**src/rtl/bit_frame_encoder_pkg.sv**
```systemverilog
// Shared constants for the bit frame encoder.
// Optional frame counter enabled by BIT_FRAME_ENC_STATS_EN.
package bit_frame_encoder_pkg;

  localparam logic [1:0] ST_IDLE  = 2'd0;
  localparam logic [1:0] ST_FRAME = 2'd1;
  localparam logic [1:0] ST_TAIL  = 2'd2;
  localparam logic [1:0] ST_GAP   = 2'd3;

  localparam int MARKER_POS = 0;
  localparam int STATS_W    = 16;

  function automatic int cnt_w(input int max_val);
    return (max_val < 1) ? 1 : $clog2(max_val + 1);
  endfunction

endpackage

```
**src/rtl/bit_frame_encoder_gap_counter.sv**
```systemverilog
// Loadable down-counter with zero flag.
// Times the all-zero gap between frames.
module bfe_gap_counter #(
  parameter int W = 1
) (
  input  logic         clk,
  input  logic         rst,
  input  logic         load,
  input  logic [W-1:0] load_val,
  input  logic         dec,
  output logic         zero
);

  logic [W-1:0] cnt_q;
  logic [W-1:0] cnt_d;

  always_comb begin
    cnt_d = cnt_q;
    if (load) begin
      cnt_d = load_val;
    end else if (dec && (cnt_q != '0)) begin
      cnt_d = cnt_q - W'(1);
    end
  end

  always_ff @(posedge clk) begin
    if (rst) begin
      cnt_q <= '0;
    end else begin
      cnt_q <= cnt_d;
    end
  end

  assign zero = (cnt_q == '0);

endmodule

```
**src/rtl/bit_frame_encoder.sv**
```systemverilog
// Frames a valid/ready payload stream onto a marker-bit bus.
// BIT_FRAME_ENC_STATS_EN adds the frame_count output.
module bit_frame_encoder
  import bit_frame_encoder_pkg::*;
#(
  parameter int N         = 8,
  parameter int MIN_GAP   = 1,
  parameter int MAX_FRAME = 16
) (
  input  logic               clk,
  input  logic               rst,
  input  logic               in_valid,
  output logic               in_ready,
  input  logic [N-2:0]       in_data,
  input  logic               in_last,
  output logic [N-1:0]       data_out,
  output logic               busy,
  output logic               frame_trunc
`ifdef BIT_FRAME_ENC_STATS_EN
  ,
  output logic [STATS_W-1:0] frame_count
`endif
);

  localparam int BW = cnt_w(MAX_FRAME);
  localparam int GW = cnt_w(MIN_GAP);
  localparam logic [N-1:0] MARK_WORD = N'(1) << MARKER_POS;
  localparam logic [GW-1:0] GAP_LOAD =
    (MIN_GAP > 0) ? GW'(MIN_GAP - 1) : '0;

  logic [1:0]    state_q, state_d;
  logic [BW-1:0] beat_cnt_q, beat_cnt_d;
  logic [N-1:0]  data_q, data_d;
  logic          busy_q, busy_d;
  logic          trunc_q, trunc_d;

  logic accept;
  logic cnt_hit;
  logic terminal;
  logic gap_load;
  logic gap_dec;
  logic gap_zero;

  assign in_ready = (state_q == ST_IDLE) || (state_q == ST_FRAME);
  assign accept   = in_valid && in_ready;
  assign cnt_hit  = (beat_cnt_q + BW'(1)) == BW'(MAX_FRAME);
  assign terminal = accept && (in_last || cnt_hit);

  always_comb begin
    state_d    = state_q;
    beat_cnt_d = beat_cnt_q;
    data_d     = '0;
    trunc_d    = 1'b0;
    gap_load   = 1'b0;
    gap_dec    = 1'b0;
    unique case (1'b1)
      (state_q == ST_IDLE),
      (state_q == ST_FRAME): begin
        if (accept) begin
          data_d = {in_data, 1'b1};
          if (terminal) begin
            state_d    = ST_TAIL;
            beat_cnt_d = '0;
            trunc_d    = !in_last;
          end else begin
            state_d    = ST_FRAME;
            beat_cnt_d = beat_cnt_q + BW'(1);
          end
        end else if (state_q == ST_FRAME) begin
          // Stall keeps the frame open: marker only.
          data_d = MARK_WORD;
        end
      end
      (state_q == ST_TAIL): begin
        beat_cnt_d = '0;
        if (MIN_GAP == 0) begin
          state_d = ST_IDLE;
        end else begin
          state_d  = ST_GAP;
          gap_load = 1'b1;
        end
      end
      (state_q == ST_GAP): begin
        if (gap_zero) begin
          state_d = ST_IDLE;
        end else begin
          gap_dec = 1'b1;
        end
      end
    endcase
    busy_d = (state_d != ST_IDLE);
  end

  always_ff @(posedge clk) begin
    if (rst) begin
      state_q    <= ST_IDLE;
      beat_cnt_q <= '0;
      data_q     <= '0;
      busy_q     <= 1'b0;
      trunc_q    <= 1'b0;
    end else begin
      state_q    <= state_d;
      beat_cnt_q <= beat_cnt_d;
      data_q     <= data_d;
      busy_q     <= busy_d;
      trunc_q    <= trunc_d;
    end
  end

  bfe_gap_counter #(
    .W(GW)
  ) u_gap (
    .clk      (clk),
    .rst      (rst),
    .load     (gap_load),
    .load_val (GAP_LOAD),
    .dec      (gap_dec),
    .zero     (gap_zero)
  );

  assign data_out    = data_q;
  assign busy        = busy_q;
  assign frame_trunc = trunc_q;

`ifdef BIT_FRAME_ENC_STATS_EN
  logic [STATS_W-1:0] fcnt_q, fcnt_d;

  always_comb begin
    fcnt_d = fcnt_q;
    if ((state_d == ST_TAIL) && (state_q != ST_TAIL)) begin
      fcnt_d = fcnt_q + STATS_W'(1);
    end
  end

  always_ff @(posedge clk) begin
    if (rst) begin
      fcnt_q <= '0;
    end else begin
      fcnt_q <= fcnt_d;
    end
  end

  assign frame_count = fcnt_q;
`endif

endmodule

```
**config.mk**
```make
export PLATFORM = sky130hd
export DESIGN_NAME = bit_frame_encoder
export DESIGN_NICKNAME = d
export VERILOG_FILES = /design/src/rtl/bit_frame_encoder_pkg.sv /design/src/rtl/bit_frame_encoder_gap_counter.sv /design/src/rtl/bit_frame_encoder.sv
export SDC_FILE = /design/constraint.sdc
export NUM_CORES = 1
export LEC_CHECK = 0
export CELL_PAD_IN_SITES_DETAIL_PLACEMENT = 1
export CELL_PAD_IN_SITES_GLOBAL_PLACEMENT = 2
export CORE_MARGIN = 2
export CORE_UTILIZATION = 26
export DETAILED_ROUTE_END_ITERATION = 10
export PLACE_DENSITY = 0.81
export SYNTH_ARGS = -nofsm -noshare
export SYNTH_HDL_FRONTEND = slang
export SYNTH_SLANG_ARGS = --single-unit
export TNS_END_PERCENT = 20
```
**constraint.sdc**
```tcl
create_clock -name clk -period 1.5 [get_ports clk]
set_input_delay 0.3 -clock clk [delete_from_list [all_inputs] [get_ports clk]]
set_output_delay 0.3 -clock clk [all_outputs]
set_load 0.02 [all_outputs]
```
==> results.md, run 1 <==
* Area Growth Syn to Fin at 43.2%
* Top cell type's share of synthesized area at 49.0%
* Total wire length at about 1.8 mm
* Reg-to-reg startpoint: beat_cnt_q[1]$_SDFFE_PP0P_
* Register area share after synthesis at approximately half
* DRC viols at 0
* Vias in the first global route at 684
* Simple-gate share of the synthesized area at 26.4%
* Mux cell area share after synthesis at 1.36%
* Largest net degree at the start of global routing at 11
* Pwr per Cell Area at between 900 and 1000 nW/µm²
* Largest family of logic cells by synthesized area: simple AND/OR/NAND/NOR gates
* Final GP Congestion at 0.724
* Synth unique cells at 34
* Relative slew margins at 80.1%
* Post-Synth XOR/XNOR Area at 1.19%
* Worst path bufs/invs at 1
* Final ANT Viol Nets at 0
* WHS at ~500 ps
* Status: finished, final reports clean
* Type of the worst min-delay path: flip-flop to flip-flop
* Row count at 19
* Post-Syn Area per Cell at 9.43 µm²
* Ys flop type: dfxtp_1
* Crit share post-route at 95.1%
* Max clock buf depth at 2
* Critical-path top delay cell: clkdlybuf4s50_1
* ANT cells at 0
* Post-DP HPWL at between 1 and 1.5 mm
* Levels on crit path at 5
* CP startpoint kind: input port
* Placeable Area at 2710 µm²
* Ys async rst share at 0%
* CTS tree: done
* Lkg Pwr at approximately 0.00047 µW
* I/O Buffers at 21
* Synth Instances at 78
* Tmin final at between 1000 and 1500 ps
* Drt first pass iters at 4
* FF-to-FF setup slack at 130 ps
* CTS buffer count at 3
* Synth Register Bits at 18
* Die ar. at ~3300 µm²
* Synth area leaders: dfxtp_1 (49%), and3_1 (6.0%), nand2_1 (4.1%)
* Max-cap check violation count at 0
* Setup bufs post-CTS at 0
* Hold Startpoint: beat_cnt_q[1]$_SDFFE_PP0P_
* Post-Syn Nets at 90
* Post-synth EDFFs at 0
* First-pass GRT wire length at 3.22 mm
* Fmax at between 700 and 800 MHz
* Hold Path Cell Cnt at 2
* Top Family by Delay on Critical Path: simple AND/OR/NAND/NOR gates
* Critical Path Start: in_valid
* Crit-path max FO at 3
* R2r worst-path depth at 5
* Max IR drop VDD at 0.424 mV
* Yosys warning count at 0
* Netlist Area Pre-Place at 736 µm²
* Die height at 57.2 µm
* Initial DRC count at 7
* CP arrival at 1630 ps
* Htree depth at 1
* Clk pin slew, worst setup/hold paths at 100 ps
* Fin. max-slew vios at 0
* Setup Crit Path Kind: input port to flip-flop
* Initial core utilization at 27.1%
* Share of layout cells above drive strength 1 at between 20% and 30%
* Via Count at slightly below 700
* Placed Cells incl. Taps at 135
* Reg-to-reg critical path endpoint: state_q[0]$_SDFF_PP0_
* Post-synthesis adder-cell area fraction at approximately 1.7%
* Initial antenna violation count at 0
* Clock Latency Late Sink at roughly 290 ps
* Unrepaired setup endpoints after global routing: false
* CTS Root Cell: clkbuf_4
* Gr usage total at 12.9%
* Worst path max stage delay at 460 ps
* Critical path required time at 1700 ps
* Final Worst Setup Slack at 74.1 ps
* Vias/cell at 4.86
* Worst Hold End: beat_cnt_q[1]$_SDFFE_PP0P_
* Hold Buf Count CTS at 0
* # IOs at 22
* Final hold viol count at 0
* Die Span X at 57.2 µm
* Clk sinks at 18
* Least-Margin Pin Slew at 297 ps
* Critical Path End Type: flip-flop
* Post-placement setup slack at -220 ps
* Setup Skew at 6.55 ps
* Synth Area in Compound Gates at ~15%
* Final #Nets at 121
* Largest area contributor in the netlist: dfxtp_1
* Final Instance Count excl. Fillers at roughly 140
* CP cell instances: clkdlybuf4s50_1 > or3b_1 > mux2i_2 > nand2_1 > a31o_1
* Wire per inst at around 13 µm
* Total grt overflow at 0
* Setup violators final at 0
==> per-stage QoR <==
step / setup TNS [ps] / total power [µW] / utilization [%] / instance area, µm²
after global routing: 0 / 1010 / 38.9 / 1050
after detailed placement: -1250 / 679 / 37.7 / 1020
after floorplan: 0 / 592 / - / 736
final: 0 / 955 / 38.9 / 1050
after CTS: 0 / 979 / 38.6 / 1050
after global placement: -1220 / 676 / 37.7 / 1020
==> layer usage <==
| metal | routed length, µm | up-vias | track usage, % | part of all wire [%] |
|---|---|---|---|---|
| li1 | - | 337 | - | - |
| met3 | 105 | 4 | 2.95 | 5.8 |
| met5 | 0 | - | 0 | 0 |
| met4 | 36 | 0 | 7.97 | 2.0 |
| met2 | 810 | 20 | 20.5 | 44 |
| met1 | 872 | 314 | 15.8 | 48 |
==> registers in the layout, indices dropped and copies added (netlist names) <==
name and count:
beat_cnt_q 5, data_out 8, busy 1, u_gap.cnt_q 1
frame_trunc 1, state_q 2
==> cell type report <==
cell class	count	area, µm²
Fill cell	318	1660
Sequential cell	18	363
Multi-Input combinational cell	53	340
Timing Repair Buffer	30	264
Tap cell	31	38.8
Clock buffer	4	36.3
Inverter	3	11.3
==> timing repair <==
action / CTS / global route
endpoints found under the setup margin: 11 / 4
gates resized for setup: 12 / 3
hold endpoints to repair: 0 / 0
==> cells in the mapped netlist (2+ instances only) <==
| master | n |
|---|---|
| dfxtp_1 | 18 |
| nand2_1 | 8 |
| and3_1 | 7 |
| o21ai_1 | 5 |
| nand3_1 | 3 |
| nor3_1 | 3 |
| and2_1 | 2 |
| buf_4 | 2 |
| inv_2 | 2 |
| nor2_1 | 2 |
| nor2b_1 | 2 |
| o21ai_0 | 2 |
==> worst min-delay path: cells and delay by family (launching register included) <==
family,cells,cell delay (ps)
simple gates,1,50
compound gates,1,50
flops,1,360
==> cells in the final DEF (no fill, tap or decap), drive strengths merged, types with 2 or more instances in the layout <==
| cell type | Yosys | routed |
|---|---|---|
| dlygate4sd2 | 0 | 11 |
| o21ai | 7 | 7 |
| and3 | 7 | 7 |
| nor3 | 3 | 3 |
| nor2 | 3 | 3 |
| dfxtp | 18 | 18 |
| and2 | 2 | 2 |
| nor2b | 2 | 2 |
| buf | 3 | 9 |
| nand3 | 3 | 3 |
| nand2 | 8 | 8 |
| inv | 3 | 3 |
| clkbuf | 1 | 4 |
| clkdlybuf4s50 | 0 | 10 |
==> how the worst max path moves through the flow <==
stage	endpoint	slack, ps
2_1_floorplan	state_q[0]$_SDFF_PP0_	180
3_3_place_gp	state_q[0]$_SDFF_PP0_	-210
3_5_place_dp	state_q[0]$_SDFF_PP0_	-220
4_1_cts	state_q[0]$_SDFF_PP0_	30
5_1_grt	state_q[1]$_SDFF_PP0_	9
6_report	state_q[0]$_SDFF_PP0_	70
==> cells by family (layout without fill, tap and decap cells) <==
group           Yosys count  after routing
mux                       1              1
buf+inv                   7             37
xor+xnor                  1              1
flops                    18             18
compound gates           16             16
simple gates             34             34
fa+ha+maj                 1              1
==> report_power, final <==
group	switching [µW]	internal, µW	leakage, µW
Clock	150	148	0.0000210
Sequential	13.4	499	0.000148
Combinational	70.6	74.2	0.000296
Total	234	721	0.000465
Note: power is estimated with default switching activity, not from simulation.
==> run 2, diff against run 1 <==
--- a/config.mk
+++ b/config.mk
@@ -11,6 +11,7 @@
 export CORE_UTILIZATION = 26
 export DETAILED_ROUTE_END_ITERATION = 10
 export PLACE_DENSITY = 0.81
+export SLEW_MARGIN = 5
 export SYNTH_ARGS = -nofsm -noshare
 export SYNTH_HDL_FRONTEND = slang
 export SYNTH_SLANG_ARGS = --single-unit
==> results of run 2 <==
The final DEF is identical to that of run 1; final timing and power are the same.
==> run 3, diff against run 2 <==
--- a/config.mk
+++ b/config.mk
@@ -8,9 +8,10 @@
 export CELL_PAD_IN_SITES_DETAIL_PLACEMENT = 1
 export CELL_PAD_IN_SITES_GLOBAL_PLACEMENT = 2
 export CORE_MARGIN = 2
-export CORE_UTILIZATION = 26
+export CORE_UTILIZATION = 28
+export CTS_BUF_LIST = sky130_fd_sc_hd__clkbuf_8
 export DETAILED_ROUTE_END_ITERATION = 10
-export PLACE_DENSITY = 0.81
+export PLACE_DENSITY = 0.86
 export SLEW_MARGIN = 5
 export SYNTH_ARGS = -nofsm -noshare
 export SYNTH_HDL_FRONTEND = slang
==> results.md, run 3 (synthesis gave the netlist of run 1 again) <==
* DRC viols at 0 (unchanged)
* Final #Nets at 121 (unchanged)
* ANT cells at 0 (unchanged)
* Max IR drop VDD at 0.537 mV (+27%)
* Die Span X at 55.3 µm (-3.4%)
* Pwr per Cell Area at 951 nW/µm² (+4.9%)
* Area Growth Syn to Fin at 50.5%
* Drt first pass iters at 2 (-2)
* CP arrival at 1150 ps (-480 ps)
* Layout fillers at 291 (-8.5%)
* Setup violators final at 0 (unchanged)
* Crit-path max FO at 1 (-2)
* Setup Skew at 2.04 ps (-4.51 ps)
* Lkg Pwr at 0.000494 µW (+6.2%)
* Clk sinks at 18 (unchanged)
* CTS Root Cell: clkbuf_8
* Placed Cells incl. Taps at 134 (-0.74%)
* Critical Path End Type: output pin
* CTS buffer count at 3 (unchanged)
* Post-DP HPWL at 1.35 mm (-3.3%)
* Wire per inst at 12.1 µm (-7.6%)
* Clock Latency Late Sink at 250 ps (-40 ps)
* Htree depth at 1 (unchanged)
* Largest net degree at the start of global routing at 11 (unchanged)
* Number of flip-flops under the largest register name at 8 (unchanged)
* Vias/cell at 4.76 (-2.0%)
* Critical path required time at 1200 ps (-500 ps)
* Total Power at 1050 µW (+10%)
* Die height at 55.3 µm (-3.4%)
* Least-Margin Pin Slew at 311 ps (+14.2 ps)
* CTS tree: done
* Setup Crit Path Kind: flip-flop to output pin
* Initial antenna violation count at 0 (unchanged)
* Final Instance Count excl. Fillers at 138 (-0.72%)
* Final Worst Setup Slack at 45.5 ps (-28.5 ps)
* Crit share post-route at 97.0% (+1.9 points)
* Placeable Area at 2480 µm² (-8.6%)
* Total wire length at 1.67 mm (-8.3%)
* Relative slew margins at 79.1% (-0.95 points)
* Multi-input logic area at 354 µm² (+4.0%)
* Share of layout cells above drive strength 1 at 22.2% (+1.9 points)
* Fin. max-slew vios at 0 (unchanged)
* Vias in the first global route at 678 (-0.88%)
* # IOs at 22 (unchanged)
* Tmin final at 1450 ps (+28.5 ps)
* Hold Buf Count CTS at 0 (unchanged)
* Row count at 18 (-1)
* Max-cap check violation count at 0 (unchanged)
* Commonest cells after routing, fill and taps aside: dfxtp_1 (16), clkdlybuf4s50_1 (16), buf_4 (9)
* Initial DRC count at 3 (-4)
* Placed Instance Area at 1020 µm² (-0.12%)
* Final GP Congestion at 0.771 (+6.6%)
* Max clock buf depth at 2 (unchanged)
* Setup bufs post-CTS at 0 (unchanged)
* CP cell instances: clkdlybuf4s50_1
* Clk pin slew, worst setup/hold paths at 70 ps (-30 ps)
* Final hold viol count at 0 (unchanged)
* Total grt overflow at 0 (unchanged)
* Unrepaired setup endpoints after global routing: false
* CP startpoint kind: flip-flop
* Status: finished, final reports clean
* Via Count at 657 (-2.7%)
* Die ar. at 3050 µm² (-6.7%)
* Fmax at 688 MHz (-2.0%)
* Register area at 363 µm² (unchanged)
* Initial core utilization at 29.7% (+2.6 points)
* I/O Buffers at 21 (unchanged)
* Top Family by Delay on Critical Path: buffers and inverters
* First-pass GRT wire length at 2.95 mm (-8.1%)
* Type of the worst min-delay path: flip-flop to flip-flop
* Resized cells post-CTS at 2 (-10)
* Critical-path top delay cell: clkdlybuf4s50_1
* Worst path bufs/invs at 1 (unchanged)
* Post-placement setup slack at -252 ps (-31.4 ps)
* Final ANT Viol Nets at 0 (unchanged)
* Worst path max stage delay at 590 ps (+130 ps)
* Fin area at 1110 µm² (+5.1%)
* Gr usage total at 12.1% (-0.85 points)
[run 3: tightest hold or removal path: stages, from the launching register on]
cell	delay, ps
dfxtp_2	350
nand2_1	50
o21ai_1	50
[run 3: per-stage QoR]
step,hold WS [ps],TNS (ps),utilization (%)
6_report,492,0,44.7
4_1_cts,502,0,43.4
3_5_place_dp,486,-1450,41.2
2_1_floorplan,374,0,-
5_1_grt,525,0,44.7
3_3_place_gp,479,-1130,41.2
[run 3: routing by layer]
metal / vias up / part of all wire [%] / GRT usage [%]
li1: 336 / - / -
met1: 300 / 45 / 14.8
met2: 19 / 48 / 20.1
met3: 2 / 5.8 / 3.51
met4: 0 / 1.1 / 4.18
met5: - / 0 / 0
[run 3: final cells by class]
type	count	share of cell area, %
Clock buffer	4	4.97
Multi-Input combinational cell	53	32.0
Inverter	3	1.02
Timing Repair Buffer	30	25.9
Tap cell	30	3.39
Sequential cell	18	32.8
[run 3: final timing paths]
| path | from | endpoint | slack (ps) | cells after the start |
|---|---|---|---|---|
| setup / recovery | data_out[0]$_SDFF_PP0_ | data_out[0] | 50 | 1 |
| hold / removal | beat_cnt_q[1]$_SDFFE_PP0P_ | beat_cnt_q[1]$_SDFFE_PP0P_ | 490 | 2 |
| setup reg to reg | beat_cnt_q[1]$_SDFFE_PP0P_ | beat_cnt_q[4]$_SDFFE_PP0P_ | 120 | 5 |
| hold reg to reg | beat_cnt_q[1]$_SDFFE_PP0P_ | beat_cnt_q[1]$_SDFFE_PP0P_ | 490 | 2 |
[run 3: report_power, final]
part	internal [µW]	switching, µW
logic	83.9	69.7
clock network	233	154
registers	499	13.2
total	816	237
